## src/rtl/whack_pkg.sv

```systemverilog
// Shared types for the whack detector: FSM state encoding and its width.
package whack_pkg;

  localparam int STATE_W = 2;

  typedef enum logic [STATE_W-1:0] {
    IDLE  = 2'd0,
    ARMED = 2'd1,
    HIT   = 2'd2
  } state_e;

endpackage

```

## src/rtl/button_debouncer.sv

```systemverilog
// One button: 2-flop synchroniser, hold-time debounce counter, stable level
// and a single-cycle rise pulse when the debounced level goes high.
module button_debouncer #(
  parameter int DEBOUNCE_CYCLES = 100000
) (
  input  logic clock,
  input  logic reset,
  input  logic btn_raw_i,
  output logic btn_stable_o,
  output logic rise_o
);

  localparam int               CNT_W    = $clog2(DEBOUNCE_CYCLES + 1);
  localparam logic [CNT_W-1:0] CNT_LAST = CNT_W'(DEBOUNCE_CYCLES - 1);

  logic             sync1_q;
  logic             sync2_q;
  logic             stable_q;
  logic             stable_d;
  logic             prev_q;
  logic [CNT_W-1:0] cnt_q;
  logic [CNT_W-1:0] cnt_d;

  always_comb begin
    // NOTE: defaults first so every path assigns both outputs; otherwise a latch is inferred.
    cnt_d    = cnt_q;
    stable_d = stable_q;
    if (sync2_q == stable_q) begin
      cnt_d = '0;
    end else if (cnt_q == CNT_LAST) begin
      stable_d = sync2_q;
      cnt_d    = '0;
    end else begin
      cnt_d = cnt_q + 1'b1;
    end
  end

  // NOTE: non-blocking assignments so every flop samples the pre-edge values.
  always_ff @(posedge clock or negedge reset) begin
    if (!reset) begin
      sync1_q  <= 1'b0;
      sync2_q  <= 1'b0;
      stable_q <= 1'b0;
      prev_q   <= 1'b0;
      cnt_q    <= '0;
    end else begin
      sync1_q  <= btn_raw_i;
      sync2_q  <= sync1_q;
      stable_q <= stable_d;
      prev_q   <= stable_q;
      cnt_q    <= cnt_d;
    end
  end

  assign btn_stable_o = stable_q;
  assign rise_o       = stable_q & ~prev_q;

endmodule

```

## src/rtl/whack_detector.sv

```systemverilog
// Turns debounced button presses plus the mole generator's hole indication
// into single-cycle whacked/miss pulses, allowing one hit per mole appearance.
module whack_detector
  import whack_pkg::*;
#(
  parameter int NUM_HOLES       = 4,
  parameter int DEBOUNCE_CYCLES = 100000
) (
  input  logic                 clock,
  input  logic                 reset,
  input  logic [NUM_HOLES-1:0] btn_raw,
  input  logic                 mole_up,
  input  logic [NUM_HOLES-1:0] mole_sel,
  output logic                 whacked,
  output logic                 miss,
  output logic [NUM_HOLES-1:0] btn_stable,
  output logic [STATE_W-1:0]   state
);

  logic [NUM_HOLES-1:0] press;
  logic [NUM_HOLES-1:0] hole_q;
  state_e               state_q;
  logic                 whacked_q;
  logic                 miss_q;
  logic                 hit;
  logic                 any_press;

  for (genvar i = 0; i < NUM_HOLES; i++) begin : g_btn
    button_debouncer #(
      .DEBOUNCE_CYCLES(DEBOUNCE_CYCLES)
    ) u_debouncer (
      .clock       (clock),
      .reset       (reset),
      .btn_raw_i   (btn_raw[i]),
      .btn_stable_o(btn_stable[i]),
      .rise_o      (press[i])
    );
  end

  // The latched hole, not the live mole_sel, decides a hit for this appearance.
  assign hit       = |(press & hole_q);
  assign any_press = |press;

  always_ff @(posedge clock or negedge reset) begin
    if (!reset) begin
      state_q   <= IDLE;
      hole_q    <= '0;
      whacked_q <= 1'b0;
      miss_q    <= 1'b0;
    end else begin
      whacked_q <= 1'b0;
      miss_q    <= 1'b0;
      case (state_q)
        IDLE: begin
          miss_q <= any_press;
          if (mole_up) begin
            state_q <= ARMED;
            hole_q  <= mole_sel;
          end
        end
        ARMED: begin
          if (hit) begin
            whacked_q <= 1'b1;
            state_q   <= mole_up ? HIT : IDLE;
          end else begin
            miss_q <= any_press;
            if (!mole_up) state_q <= IDLE;
          end
        end
        HIT: begin
          if (!mole_up) state_q <= IDLE;
        end
        default: state_q <= IDLE;
      endcase
    end
  end

  assign whacked = whacked_q;
  assign miss    = miss_q;
  assign state   = state_q;

endmodule

```

## config.mk

```make
export PLATFORM = sky130hd
export DESIGN_NAME = whack_detector
export DESIGN_NICKNAME = d
export VERILOG_FILES = /design/src/rtl/whack_pkg.sv /design/src/rtl/button_debouncer.sv /design/src/rtl/whack_detector.sv
export SDC_FILE = /design/constraint.sdc
export NUM_CORES = 1
export LEC_CHECK = 0
export BUFFER_PORTS_ARGS = -buffer_cell sky130_fd_sc_hd__buf_4
export CAP_MARGIN = 10
export CELL_PAD_IN_SITES_DETAIL_PLACEMENT = 1
export CELL_PAD_IN_SITES_GLOBAL_PLACEMENT = 1
export CORE_ASPECT_RATIO = 0.9
export CORE_MARGIN = 2
export CORE_UTILIZATION = 25
export DETAILED_ROUTE_END_ITERATION = 8
export GPL_ROUTABILITY_DRIVEN = 0
export PLACE_DENSITY = 0.55
export SYNTH_ARGS = -nofsm -noshare
export SYNTH_HDL_FRONTEND = slang
export SYNTH_SLANG_ARGS = --single-unit
```

## constraint.sdc

```tcl
create_clock -name clock -period 2 [get_ports clock]
set_input_delay 0.2 -clock clock [delete_from_list [all_inputs] [get_ports clock]]
set_output_delay 0.2 -clock clock [all_outputs]
set_load 0.01 [all_outputs]
```

==> impl.org, run 1 <==
** Status
- The flow ran to the end, and the final reports show no timing, DRC or antenna violations.

** Setup path
- Of all nets on the critical path, the largest fanout is 9.
- Cell at the slowest stage of the critical path :: sky130_fd_sc_hd__dfrtp_1
- Required time at the worst-slack endpoint :: 2.22 ns
- Cell-by-cell trace of the critical path :: ha_1 -> nor4bb_1 -> nand4_1 -> nand2_1 -> buf_4 -> a21oi_1
- The worst setup path is launched from a flop.
- Element type at the critical path end :: flop
- Worst setup path category :: flop to flop
- The largest single stage delay on the critical path is 0.40 ns.
- At the worst endpoint, the arrival time is 1.88 ns.

** Clock network
- Clock Tree Root :: sky130_fd_sc_hd__clkbuf_16
- Clock latency on the worst-skew pair, taken at its later pin, is 0.34 ns.
- Post-CTS repair changed the size of 0 cells.
- Clock-pin slew was measured on the worst setup and hold paths at 0.06 ns.
- Clock tree synthesis found a total of 92 sinks.
- TritonCTS built the clock tree.
- Counting the buffers created by CTS gives 9.
- In this run the deepest clock path goes through 2 buffers.
- The H-tree generated during clock tree synthesis spans 3 levels.

** Detailed routing
- In this run, the number of DRC markers left after iteration 0 of detailed routing was 125.
- In the final routed layout, each cell accounts on average for 14.3 um.
- Total Wirelength :: 9230 um
- In this run the remaining antenna-violating nets after routing total 0.
- Using the TritonRoute via totals, the vias-per-cell ratio works out to 4.69.
- The first detailed-routing pass ran for 4 iterations.
- Final routed DRC violation total :: 0
- Across all layers, the routed design uses 3027 vias.

** Finish
- The library cell used most frequently in the layout, excluding fill and tap cells, is sky130_fd_sc_hd__dfrtp_1.
- Final net count :: 445
- Area of the multi-input gates :: 0.00190 mm^2
- Commonest cells after routing, fill and taps aside :: sky130_fd_sc_hd__dfrtp_1, sky130_fd_sc_hd__nor2_1, sky130_fd_sc_hd__xnor2_1, sky130_fd_sc_hd__nand2_1, sky130_fd_sc_hd__buf_4
- In the final layout, flip-flops and latches occupy 0.00230 mm^2.
- Counting the fill cells in the layout gives 1884.
- Share of post-route cells with drive strength above 1 :: 0.131
- Relative to the synthesized area, the layout overhead comes to 18.3%.
- Number of inserted diodes :: 0
- Excluding fillers, the count of instances in the completed layout stands at 646.
- Summing all non-filler instances in the final layout gives an area of 0.00508 mm^2.
- Once layout is complete, the utilization of the core stands at 0.302.

** STA
- Final period util :: 0.831
- RSZ-0062 raised after global routing :: false
- The routed design could run at a clock period as short as 1.66 ns.
- Least-Margin Pin Slew :: 0.590 ns
- The number of hold violations in the final report was 0.
- Fin Clk Skew :: 0.00443 ns
- Maximum clock frequency :: 602 MHz
- Worst slew margin :: 0.606
- Count of final max-slew check failures :: 0
- Setup violations remaining at the end of the flow were counted as 0.
- Final hold slack :: 0.0857 ns
- Adding up every negative setup slack in the final design gives 0 ns.

** Place
- After detailed placement, the design holds a cell count of 625.
- Post-placement cell area :: 0.00470 mm^2
- Detailed placement finished with a half-perimeter wire length of 6490 um.
- Input and output buffers added on the ports amount to 18.

** Power
- Maximum resistive drop on vdd :: 0.000600 V
- The analysis attributes to cell leakage a power of 2.08 nW.
- Dividing total power by cell area gives a power density of 780 mW/mm^2.

** Synth
- By area the synthesized netlist is led by sky130_fd_sc_hd__dfrtp_1, sky130_fd_sc_hd__xnor2_1, sky130_fd_sc_hd__nor2_1, sky130_fd_sc_hd__xor2_1, sky130_fd_sc_hd__nand3_1.
- For this run, the register share of the synthesized area comes to 0.536.
- The number of nets handed over by synthesis was 413.
- Share of the synthesized area in the top cell type :: 0.536
- Synthesis handed over a netlist of 398 instances.
- Synth warn :: 0
- Of all cell types, the one taking the most synthesized area is sky130_fd_sc_hd__dfrtp_1.
- Netlist cell types :: 40
- Flops & latches, synth :: 92
- After synthesis the cells add up to 0.00430 mm^2.
- After synthesis, the mean cell area works out to 10.8 um^2.

** Floorplanning
- # IOs :: 19
- Die ar. :: 0.0182 mm^2
- Chip Width :: 142 um
- The initial utilization of the core area, before any placement, comes to 0.255.
- From bottom edge to top edge, the die measures 128 um.
- The core region is 0.0168 mm^2.
- The floorplan has 45 rows.

** GRT
- Maximum number of pins on one net before global-route repair :: 38
- Via count of the first global-routing pass :: 3202
- The first global-routing pass estimated 16200 um of wire.
- The total overflow left after global routing is 0.
- Initial antenna violation count :: 0
- In the global route stage, overall resource usage came out at 0.113.

** Hold path
- Class of the worst hold path :: primary input to flop

** Flow run
- The tool flagged a number of max-cap violations equal to 0.
-- worst max-delay path: cells and delay by family (launching register included) --
kind	cells	cell delay, ns
compound gates	1	0.05
fa+ha+maj	1	0.26
buf+inv	1	0.18
flops	1	0.40
simple gates	3	0.65
-- where the power goes --
group	internal [W]	leakage [nW]	switching [W]
clock	0.00113	0.156	0.000734
sequential	0.00190	1.25	0.0000356
combinational	0.0000658	0.679	0.0000951
-- synthesized netlist by cell type --
cell,count
sky130_fd_sc_hd__a41oi_1,1
sky130_fd_sc_hd__or3_1,1
sky130_fd_sc_hd__nor4b_1,2
sky130_fd_sc_hd__nand3b_1,4
sky130_fd_sc_hd__mux2_2,8
sky130_fd_sc_hd__mux2i_1,1
sky130_fd_sc_hd__o31ai_1,1
sky130_fd_sc_hd__xnor2_1,34
sky130_fd_sc_hd__o22ai_1,1
sky130_fd_sc_hd__a221oi_1,1
sky130_fd_sc_hd__and4b_1,4
sky130_fd_sc_hd__nor2b_1,1
sky130_fd_sc_hd__ha_1,4
sky130_fd_sc_hd__buf_4,5
sky130_fd_sc_hd__nor3_2,3
sky130_fd_sc_hd__nand4_1,19
sky130_fd_sc_hd__nand3_2,2
sky130_fd_sc_hd__dfrtp_1,92
sky130_fd_sc_hd__or3b_1,3
sky130_fd_sc_hd__or4_1,1
sky130_fd_sc_hd__and2_1,5
sky130_fd_sc_hd__nor3b_1,1
sky130_fd_sc_hd__nand2_2,1
sky130_fd_sc_hd__nor3_1,9
sky130_fd_sc_hd__nand4_2,1
sky130_fd_sc_hd__and4_1,9
sky130_fd_sc_hd__nand2b_1,1
sky130_fd_sc_hd__nand3_1,24
sky130_fd_sc_hd__o21ai_0,1
sky130_fd_sc_hd__nor4bb_1,12
sky130_fd_sc_hd__inv_1,7
sky130_fd_sc_hd__and4_4,1
sky130_fd_sc_hd__nor4_1,9
sky130_fd_sc_hd__buf_2,5
sky130_fd_sc_hd__nand2_1,25
sky130_fd_sc_hd__xor2_1,24
sky130_fd_sc_hd__nor2_1,61
sky130_fd_sc_hd__and3_1,6
sky130_fd_sc_hd__o41ai_1,3
sky130_fd_sc_hd__a21oi_1,5
-- layer usage --
layer  vias to the layer above  part of all wire  global-route usage
li1                       1475                 -                   -
met1                      1509              0.50               0.152
met2                        35              0.45               0.174
met3                         8             0.030              0.0342
met4                         0             0.011              0.0371
met5                         -                 0                   0
-- worst paths after layout --
check | start | endpoint | slack, ns | cells after the start
hold reg to reg | g_btn[3].u_debouncer.sync1_q | g_btn[3].u_debouncer.sync2_q | 0.35 | 0
setup / recovery | g_btn[0].u_debouncer.cnt_q[0] | g_btn[0].u_debouncer.cnt_q[15] | 0.34 | 6
hold / removal | mole_up | state[1] | 0.09 | 3
min in group asynchronous | reset | g_btn[3].u_debouncer.cnt_q[14] | 0.36 | 2
setup reg to reg | g_btn[0].u_debouncer.cnt_q[0] | g_btn[0].u_debouncer.cnt_q[15] | 0.34 | 6
max in group asynchronous | reset | miss | 0.97 | 3
-- layout make-up --
| cell class | instances | area share |
|---|---|---|
| Sequential cell | 92 | 0.453 |
| Multi-Input combinational cell | 289 | 0.375 |
| Tap cell | 211 | 0.0519 |
| Timing Repair Buffer | 31 | 0.0507 |
| Clock buffer | 11 | 0.0478 |
| Clock inverter | 5 | 0.0167 |
| Inverter | 7 | 0.00517 |
-- metrics by stage --
stage               worst slack [ns]  power, W
floorplan                      0.415   0.00203
global placement               0.345   0.00213
detailed placement             0.329   0.00213
CTS                            0.319   0.00405
global route                   0.146   0.00415
finish                         0.338   0.00397
-- kinds of logic (layout without fill, tap and decap cells) --
kind of cell / count (synthesis) / in the layout / share of synthesized area
compound gates: 13 / 13 / 0.0204
flops: 92 / 92 / 0.536
fa+ha+maj: 4 / 4 / 0.0117
mux: 9 / 9 / 0.0233
xor+xnor: 58 / 58 / 0.118
simple gates: 205 / 205 / 0.270
buf+inv: 17 / 54 / 0.0207
-- repair_timing --
action / in CTS / in global routing
hold buffers: 5 / 0
endpoints found under the hold margin: 37 / 0
buffers inserted: 0 / 0
-- state kept, by name (all words and copies together) (netlist names) --
| register | count |
|---|---|
| g_btn.u_debouncer.btn_stable_o | 4 |
| g_btn.u_debouncer.cnt_q | 68 |
| g_btn.u_debouncer.prev_q | 4 |
| g_btn.u_debouncer.sync1_q | 4 |
| g_btn.u_debouncer.sync2_q | 4 |
| hole_q | 4 |
| miss | 1 |
| state | 2 |
| whacked | 1 |
Power figures use the tool's default switching activity.
==> run 2, diff against run 1 <==
--- a/config.mk
+++ b/config.mk
@@ -5,6 +5,7 @@
 export SDC_FILE = /design/constraint.sdc
 export NUM_CORES = 1
 export LEC_CHECK = 0
+export ABC_AREA = 1
 export BUFFER_PORTS_ARGS = -buffer_cell sky130_fd_sc_hd__buf_4
 export CAP_MARGIN = 10
 export CELL_PAD_IN_SITES_DETAIL_PLACEMENT = 1
@@ -14,7 +15,7 @@
 export CORE_UTILIZATION = 25
 export DETAILED_ROUTE_END_ITERATION = 8
 export GPL_ROUTABILITY_DRIVEN = 0
-export PLACE_DENSITY = 0.55
+export PLACE_DENSITY = 0.57
 export SYNTH_ARGS = -nofsm -noshare
 export SYNTH_HDL_FRONTEND = slang
 export SYNTH_SLANG_ARGS = --single-unit
==> constraint.sdc (replaced) <==
create_clock -name clock -period 1.68 [get_ports clock]
set_input_delay 0.168 -clock clock [delete_from_list [all_inputs] [get_ports clock]]
set_output_delay 0.168 -clock clock [all_outputs]
set_load 0.01 [all_outputs]
==> run 2 against run 1 <==
Compared with the run above:
- via count up 24%
- highest routed layer unchanged
- power up 19%
- clock-buffer cell count down 2
- sequential share of layout area down 4.5 points
- largest cell class unchanged
==> impl.org, run 2 <==
** Floorplanning
- Measured along the x axis, the die boundary spans 150 um.
- During I/O placement, the number of pins put on the boundary was 19.
- Die ar. :: 0.0203 mm^2
- Die height :: 135 um
- Row generation in the floorplan step produced 47 rows.
- Placeable core area :: 0.0186 mm^2
- Effective utilization at floorplan :: 0.258

** STA
- Count of final max-slew check failures :: 0
- Worst slew margin :: 0.667
- Between clock sinks in the finished design, the worst skew comes to 0.00770 ns.
- RSZ-0062 raised after global routing :: false
- Setup violations remaining at the end of the flow were counted as 0.
- Total Neg Setup Slack :: 0 ns
- Maximum clock frequency :: 657 MHz
- In the finished design, the share of the clock period the worst path needs comes to 0.906.
- Once routing completed, OpenROAD measured the worst setup slack at 0.158 ns.
- Clock period minus worst slack :: 1.52 ns
- At the pin with the least slew margin, the transition time is 0.498 ns.
- The number of hold violations in the final report came to 0.

** Synth
- Of the total synthesized cell area, the portion taken by AND, OR, NAND and NOR gates is 0.342.
- The portion of synthesized area spent on multiplexers is 0.00941.
- Of the total synthesized cell area, the portion taken by full adders, half adders and majority gates is 0.0105.
- In the synthesized netlist the dominant register cell turns out to be sky130_fd_sc_hd__dfrtp_1.
- Gate Count Post-Synth :: 591
- For this run, the number of Yosys warnings is 0.
- Netlist cell types :: 35
- Top cells by area, synth :: sky130_fd_sc_hd__dfrtp_1, sky130_fd_sc_hd__nand2_1, sky130_fd_sc_hd__nor2_1, sky130_fd_sc_hd__inv_1, sky130_fd_sc_hd__nand3_1
- The synthesized-area fraction occupied by ao, oa, aoi and oai cells is 0.0604.
- Of the total synthesized cell area, the portion taken by XOR and XNOR cells is 0.0322.
- In the synthesized netlist the async set-or-reset flop fraction comes to 1.00.
- The number of nets handed over by synthesis was 606.
- EDFF count, synth :: 0
- Mapped cell area :: 0.00479 mm^2
- Among all cell types in the netlist, the one instantiated most often is sky130_fd_sc_hd__nand2_1.
- Share of the synthesized area in the top cell type :: 0.481
- Of all cell types, the one taking the most synthesized area is sky130_fd_sc_hd__dfrtp_1.
- By area, the combinational part of the netlist is dominated by simple AND/OR/NAND/NOR gates.
- Most frequent cells after synthesis :: sky130_fd_sc_hd__nand2_1, sky130_fd_sc_hd__nor2_1, sky130_fd_sc_hd__dfrtp_1, sky130_fd_sc_hd__inv_1, sky130_fd_sc_hd__nand3_1
- Of the synthesized area, sequential elements account for 0.481.
- Dividing the synthesized area by the synthesized cell count gives 8.10 um^2.
- Flops & latches, synth :: 92

** Setup path
- The number of cells on the worst reg-to-reg path is 8.
- The worst setup path is of the flop to flop kind.
- The endpoint identified for the worst register-to-register timing path is g_btn[3].u_debouncer.cnt_q[7].
- Worst setup SP type :: flop
- The worst setup path is captured at a flop.
- Required time at the worst-slack endpoint :: 1.96 ns
- Worst reg2reg setup slack :: 0.16 ns
- Along the worst path, the maximum fanout reaches 6.
- The worst register-to-register path begins at g_btn[3].u_debouncer.cnt_q[0].
- For the worst setup path, the data arrival time is 1.80 ns.

** GRT
- After global routing the overflow that remains totals 0.
- The number of antenna violations at the first check in global routing was 0.
- Wire length of the first global-routing pass :: 20200 um
- Entering global routing, the biggest net connects 56 pins.
- For this run, the total global-route usage over all layers was measured as 0.126.
- Via count of the first global-routing pass :: 4124

** Hold path
- The worst hold path passes through 2 cells.
- Worst min-delay path startpoint :: mole_sel[0]
- The worst hold path belongs to the class primary input to flop.
- The path with the worst hold slack has its endpoint at hole_q[0].

** Finish
- After the last flow step, the layout net total stands at 642.
- Once layout is done, the placed cells without fillers occupy 0.00564 mm^2.
- Share of post-route cells with drive strength above 1 :: 0.174
- Ranked by flip-flop count, first place goes to g_btn.u_debouncer.cnt_q.
- Relative to the synthesized area, the layout overhead comes to 17.9%.
- At the end of the flow the core is filled with cells to 0.304.
- Leading cell type in the layout, fill and taps excluded :: sky130_fd_sc_hd__nand2_1
- The register with the most flip-flops in the layout has 68 of them.
- Commonest cells after routing, fill and taps aside :: sky130_fd_sc_hd__nand2_1, sky130_fd_sc_hd__nor2_1, sky130_fd_sc_hd__dfrtp_1, sky130_fd_sc_hd__inv_1, sky130_fd_sc_hd__nand3_1
- Number of inserted diodes :: 0

** Detailed routing
- The detailed router finished its first iteration with 140 violations.
- Once detail routing completed, the nets flagged for antenna violations numbered 0.
- Average wire per cell in the routed design :: 13.2 um
- Vias per cell :: 4.29
- First drt pass iteration count :: 4
- Detailed routing inserted a total of 3762 vias.
- The final layout contains routed wiring with a total length of 11600 um.
- After detailed routing, the number of remaining DRC violations is 0.

** Clock network
- TritonCTS built the clock tree.
- Clock buffer depth :: 2
- Once the clock tree was built, the setup fixing pass inserted 0 buffers.
- H-tree level count :: 3
- Clk_lat worst skew :: 0.35 ns
- Sink count of the clock tree :: 92
- CTS placed an instance of sky130_fd_sc_hd__clkbuf_16 at the clock tree root.
- Clock tree synthesis inserted a total of 9 buffers.
- Clock-pin slew was measured on the worst setup and hold paths at 0.07 ns.

** Flow run
- The tool flagged a number of max-cap violations equal to 0.

** Place
- Once placement finished, the instance area stood at 0.00526 mm^2.
- HPWL after DPL :: 9000 um
- The count of buffers added on input and output ports is 18.
- Timing analysis after detailed placement gives a worst setup slack of 0.123 ns.

** Power
- VDD sags by at most 0.000444 V.
- In this run the power density over the cells is 839 mW/mm^2.
- In this run the static leakage power is 2.43 nW.

** Status
- Status :: completed
run 2: cells by family (layout without fill, tap and decap cells):
| group | count (synthesis) | in the layout |
|---|---|---|
| and+or+nand+nor | 353 | 353 |
| xor gates and xnor gates | 15 | 15 |
| DFF | 92 | 92 |
| muxes | 4 | 4 |
| buffers and inverters | 77 | 118 |
| AOI/OAI and AO/OA | 46 | 46 |
| adders and majority gates | 4 | 4 |
run 2: cell type report:
type / count / area (um^2)
fill: 2263 / 12900
sequential: 92 / 2300
multi-input combinational: 422 / 2190
tap: 245 / 307
inverter: 73 / 277
timing repair buffer: 29 / 243
clock buffer: 9 / 225
clock inverter: 7 / 100
run 2: critical path, stage by stage, from the launching register on:
cell and delay (ns):
sky130_fd_sc_hd__dfrtp_1 0.40, sky130_fd_sc_hd__ha_1 0.22, sky130_fd_sc_hd__nand2_1 0.20, sky130_fd_sc_hd__nor2_8 0.07, sky130_fd_sc_hd__nand2_2 0.11, sky130_fd_sc_hd__nor2_4 0.06, sky130_fd_sc_hd__nor2_2 0.22, sky130_fd_sc_hd__nand2_1 0.08
sky130_fd_sc_hd__nor2_1 0.10
run 2: stage by stage:
step / hold WS [ns] / total power (W) / instances
finish: 0.0625 / 0.00473 / 877
global route: 0.0538 / 0.00495 / 877
CTS: 0.0492 / 0.00483 / 877
detailed placement: 0.0875 / 0.00255 / 856
global placement: 0.0888 / 0.00254 / 856
floorplan: -0.128 / 0.00243 / 591
run 2: where the power goes:
part	total (W)	internal (W)	switching [W]
logic	0.000216	0.0000870	0.000128
clock network	0.00222	0.00131	0.000910
registers	0.00229	0.00226	0.0000318
run 2: how the worst max path moves through the flow:
| stage | start | end | slack, ns | cells after the start |
|---|---|---|---|---|
| 5_1_grt | g_btn[3].u_debouncer.cnt_q[0] | g_btn[3].u_debouncer.cnt_q[8] | 0.005 | 8 |
| 2_1_floorplan | g_btn[0].u_debouncer.cnt_q[0] | g_btn[0].u_debouncer.cnt_q[11] | 0.34 | 6 |
| 4_1_cts | g_btn[0].u_debouncer.cnt_q[0] | g_btn[0].u_debouncer.cnt_q[8] | 0.11 | 8 |
| 3_3_place_gp | g_btn[3].u_debouncer.cnt_q[0] | g_btn[3].u_debouncer.cnt_q[10] | 0.17 | 8 |
| 3_5_place_dp | g_btn[0].u_debouncer.cnt_q[0] | g_btn[0].u_debouncer.cnt_q[12] | 0.12 | 8 |
| 6_report | g_btn[3].u_debouncer.cnt_q[0] | g_btn[3].u_debouncer.cnt_q[7] | 0.16 | 8 |
run 2: what timing repair did:
action | 4_1_cts | 5_1_grt
endpoints found under the hold margin | 22 | 0
gates resized for setup | 0 | 2
endpoints found under the setup margin | 0 | 5
hold buffers | 5 | 0
run 2: metal layers:
| metal | up-vias | track usage | routed length, um |
|---|---|---|---|
| met2 | 21 | 0.208 | 5420 |
| met1 | 1823 | 0.167 | 5750 |
| met3 | 9 | 0.0276 | 241 |
| met5 | - | 0 | 0 |
| met4 | 0 | 0.0372 | 140 |
| li1 | 1909 | - | - |
==> run 3, diff against run 2 <==
--- a/config.mk
+++ b/config.mk
@@ -5,7 +5,6 @@
 export SDC_FILE = /design/constraint.sdc
 export NUM_CORES = 1
 export LEC_CHECK = 0
-export ABC_AREA = 1
 export BUFFER_PORTS_ARGS = -buffer_cell sky130_fd_sc_hd__buf_4
 export CAP_MARGIN = 10
 export CELL_PAD_IN_SITES_DETAIL_PLACEMENT = 1
@@ -15,7 +14,8 @@
 export CORE_UTILIZATION = 25
 export DETAILED_ROUTE_END_ITERATION = 8
 export GPL_ROUTABILITY_DRIVEN = 0
-export PLACE_DENSITY = 0.57
+export PLACE_DENSITY = 0.55
+export REMOVE_ABC_BUFFERS = 1
 export SYNTH_ARGS = -nofsm -noshare
 export SYNTH_HDL_FRONTEND = slang
 export SYNTH_SLANG_ARGS = --single-unit
==> constraint.sdc (replaced) <==
create_clock -name clock -period 1.8 [get_ports clock]
set_input_delay 0.18 -clock clock [delete_from_list [all_inputs] [get_ports clock]]
set_output_delay 0.18 -clock clock [all_outputs]
set_load 0.01 [all_outputs]
==> run 3 against run 2 <==
Compared with the run above:
- fmax down 8.7%
- sequential share of layout area up 4.1 points
- first-iteration DRC count up 11%
- global-route usage down 1.1 points
- final cell count down 25%
- highest routed layer unchanged
==> impl.org, run 3 (synthesized netlist as in run 1, its figures left out) <==
** Status
- The flow ran to the end, and the final reports show no timing, DRC or antenna violations.

** Place
- Detailed placement ended at an HPWL of 6730 um.
- Port buffer count :: 18
- Cell Count Post-Placement :: 630
- DP Worst Slack :: 0.127 ns

** GRT
- The number of antenna violations at the first check in global routing is 0.
- The first global-routing pass estimated 16600 um of wire.
- In the global route stage, overall resource usage came out at 0.115.
- The number of global-route vias before repair is 3231.
- Maximum number of pins on one net before global-route repair :: 47
- Overflow left after global routing :: 0

** Detailed routing
- The detail route stage leaves a number of antenna-violating nets equal to 0.
- For this run, the detailed router's first-pass iteration total came to 4.
- After detailed routing, the number of remaining DRC violations is 0.
- Summed over all layers, the routed wires come to 9540 um.
- After the first detailed-routing iteration, the DRC count stood at 156.
- In the final routed layout, each cell accounts on average for 14.6 um.
- Dividing the detail-routed via count by the number of cells gives 4.65.
- Detailed routing inserted a total of 3039 vias.

** Finish
- Number of inserted diodes :: 0
- For this run, the number of standard cells in the final layout without fillers is 654.
- At the end of the flow, the number of nets in the layout was 453.
- The library cell used most frequently in the layout, excluding fill and tap cells, is sky130_fd_sc_hd__dfrtp_1.
- The area growth from synthesis to layout is 19.3%.
- Max reg flops :: 68
- In the layout the commonest cells are sky130_fd_sc_hd__dfrtp_1, sky130_fd_sc_hd__nor2_1, sky130_fd_sc_hd__xnor2_1, sky130_fd_sc_hd__buf_4, sky130_fd_sc_hd__nand2_1.
- Share of post-route cells with drive strength above 1 :: 0.160
- The register with the most flip-flops in the final layout is g_btn.u_debouncer.cnt_q.

** STA
- In the finished design, the share of the clock period the worst path needs comes to 0.926.
- Derived from the worst setup path, the maximum achievable clock frequency is 600 MHz.
- Setup violations remaining at the end of the flow were counted as 0.
- Clock period minus worst slack :: 1.67 ns
- Final hold analysis gives a worst-case slack of 0.0610 ns.
- Count of final max-slew check failures :: 0
- Between clock sinks in the finished design, the worst skew comes to 0.00597 ns.
- The number of hold violations in the final report was 0.
- Worst Slack Setup Final :: 0.133 ns
- Worst slew margin :: 0.704
- At the pin with the least slew margin, the transition time is 0.440 ns.

** Hold path
- Class of the worst hold path :: primary input to flop

** Clock network
- Sink count of the clock tree :: 92
- TritonCTS built the clock tree.
- Clk_lat worst skew :: 0.35 ns
- The clock passes through at most 2 buffers.
- After clock tree synthesis, the clock-pin slew on the worst setup and hold paths is 0.07 ns.
- Clock Tree Root :: sky130_fd_sc_hd__clkbuf_16
- The clock tree synthesis step divided the H-tree into 3 levels.
- Buffers inserted during clock tree synthesis total 9.

** Floorplanning
- Placeable core area :: 0.0168 mm^2
- Pin placement for this block handled 19 I/O pins.
- In this run the core area contains 45 standard-cell rows.
- For this configuration, the core starts out at a cell density of 0.255.
- The die covers 0.0182 mm^2.
- The die is 142 um wide.
- Die height :: 128 um

** Power
- Maximum resistive drop on vdd :: 0.000544 V
- Cell Pwr Density :: 812 mW/mm^2
- Leakage power figure :: 2.10 nW

** Setup path
- Worst reg2reg setup slack :: 0.13 ns
- Worst setup path category :: flop to flop
- STA classifies the critical path endpoint as a flop.
- Along the worst path, the maximum fanout reaches 4.
- For the worst setup path, the data arrival time is 1.90 ns.
- Category of cells accounting for the largest share of critical-path delay :: simple AND/OR/NAND/NOR gates
- Worst setup SP type :: flop
- Number of buffer and inverter instances along the worst setup path :: 1
- In this design, the stage delay of the slowest critical-path cell is 0.40 ns.
- Cell-by-cell trace of the critical path :: ha_2 -> nor4bb_2 -> nand4_1 -> buf_4 -> mux2_2
- Required time at the worst-slack endpoint :: 2.04 ns
- Among all stages on the critical path, the largest delay is contributed by sky130_fd_sc_hd__dfrtp_1.

** Flow run
- Number of max-capacitance violations reported :: 0
==> run 3: what timing repair did <==
item	4_1_cts	5_1_grt
resized for setup	0	5
hold buffers	5	0
endpoints found under the setup margin	0	45
hold endpoints to repair	32	0
buffers inserted	0	3
==> run 3: worst paths after layout <==
path / startpoint / endpoint / cells past startpoint
max: g_btn[1].u_debouncer.cnt_q[0] / g_btn[1].u_debouncer.btn_stable_o / 5
min: mole_up / state[0] / 2
max reg2reg: g_btn[1].u_debouncer.cnt_q[0] / g_btn[1].u_debouncer.btn_stable_o / 5
min reg2reg: g_btn[1].u_debouncer.sync1_q / g_btn[1].u_debouncer.sync2_q / 0
max in group asynchronous: reset / g_btn[3].u_debouncer.cnt_q[5] / 3
min in group asynchronous: reset / g_btn[0].u_debouncer.cnt_q[16] / 2
==> run 3: area by class of cell <==
type / instances / area, um^2
Clock buffer: 10 / 239
Clock inverter: 6 / 45.0
Multi-Input combinational cell: 289 / 1930
Timing Repair Buffer: 39 / 318
Sequential cell: 92 / 2300
Inverter: 7 / 26.3
Fill cell: 1889 / 11700
Tap cell: 211 / 264
==> run 3: through the flow <==
| step | area, um^2 | power, W | util | setup TNS [ns] |
|---|---|---|---|---|
| finish | 5120 | 0.00416 | 0.304 | 0 |
| global route | 5120 | 0.00437 | 0.304 | -0.216 |
| CTS | 5080 | 0.00426 | 0.302 | 0 |
| detailed placement | 4740 | 0.00237 | 0.282 | 0 |
| global placement | 4740 | 0.00237 | 0.282 | 0 |
| floorplan | 4230 | 0.00225 | - | 0 |
==> run 3: power by group <==
group / leakage, nW / switching, W / internal [W]
Sequential: 1.25 / 0.0000382 / 0.00211
Combinational: 0.715 / 0.000109 / 0.0000775
Clock: 0.144 / 0.000836 / 0.000987
==> run 3: per-layer routing <==
layer  up-vias  global-route usage  share of wire
li1       1483                   -              -
met1      1524               0.156           0.49
met2        24               0.180           0.47
met3         8              0.0339          0.029
met4         0              0.0353          0.012
met5         -                   0              0
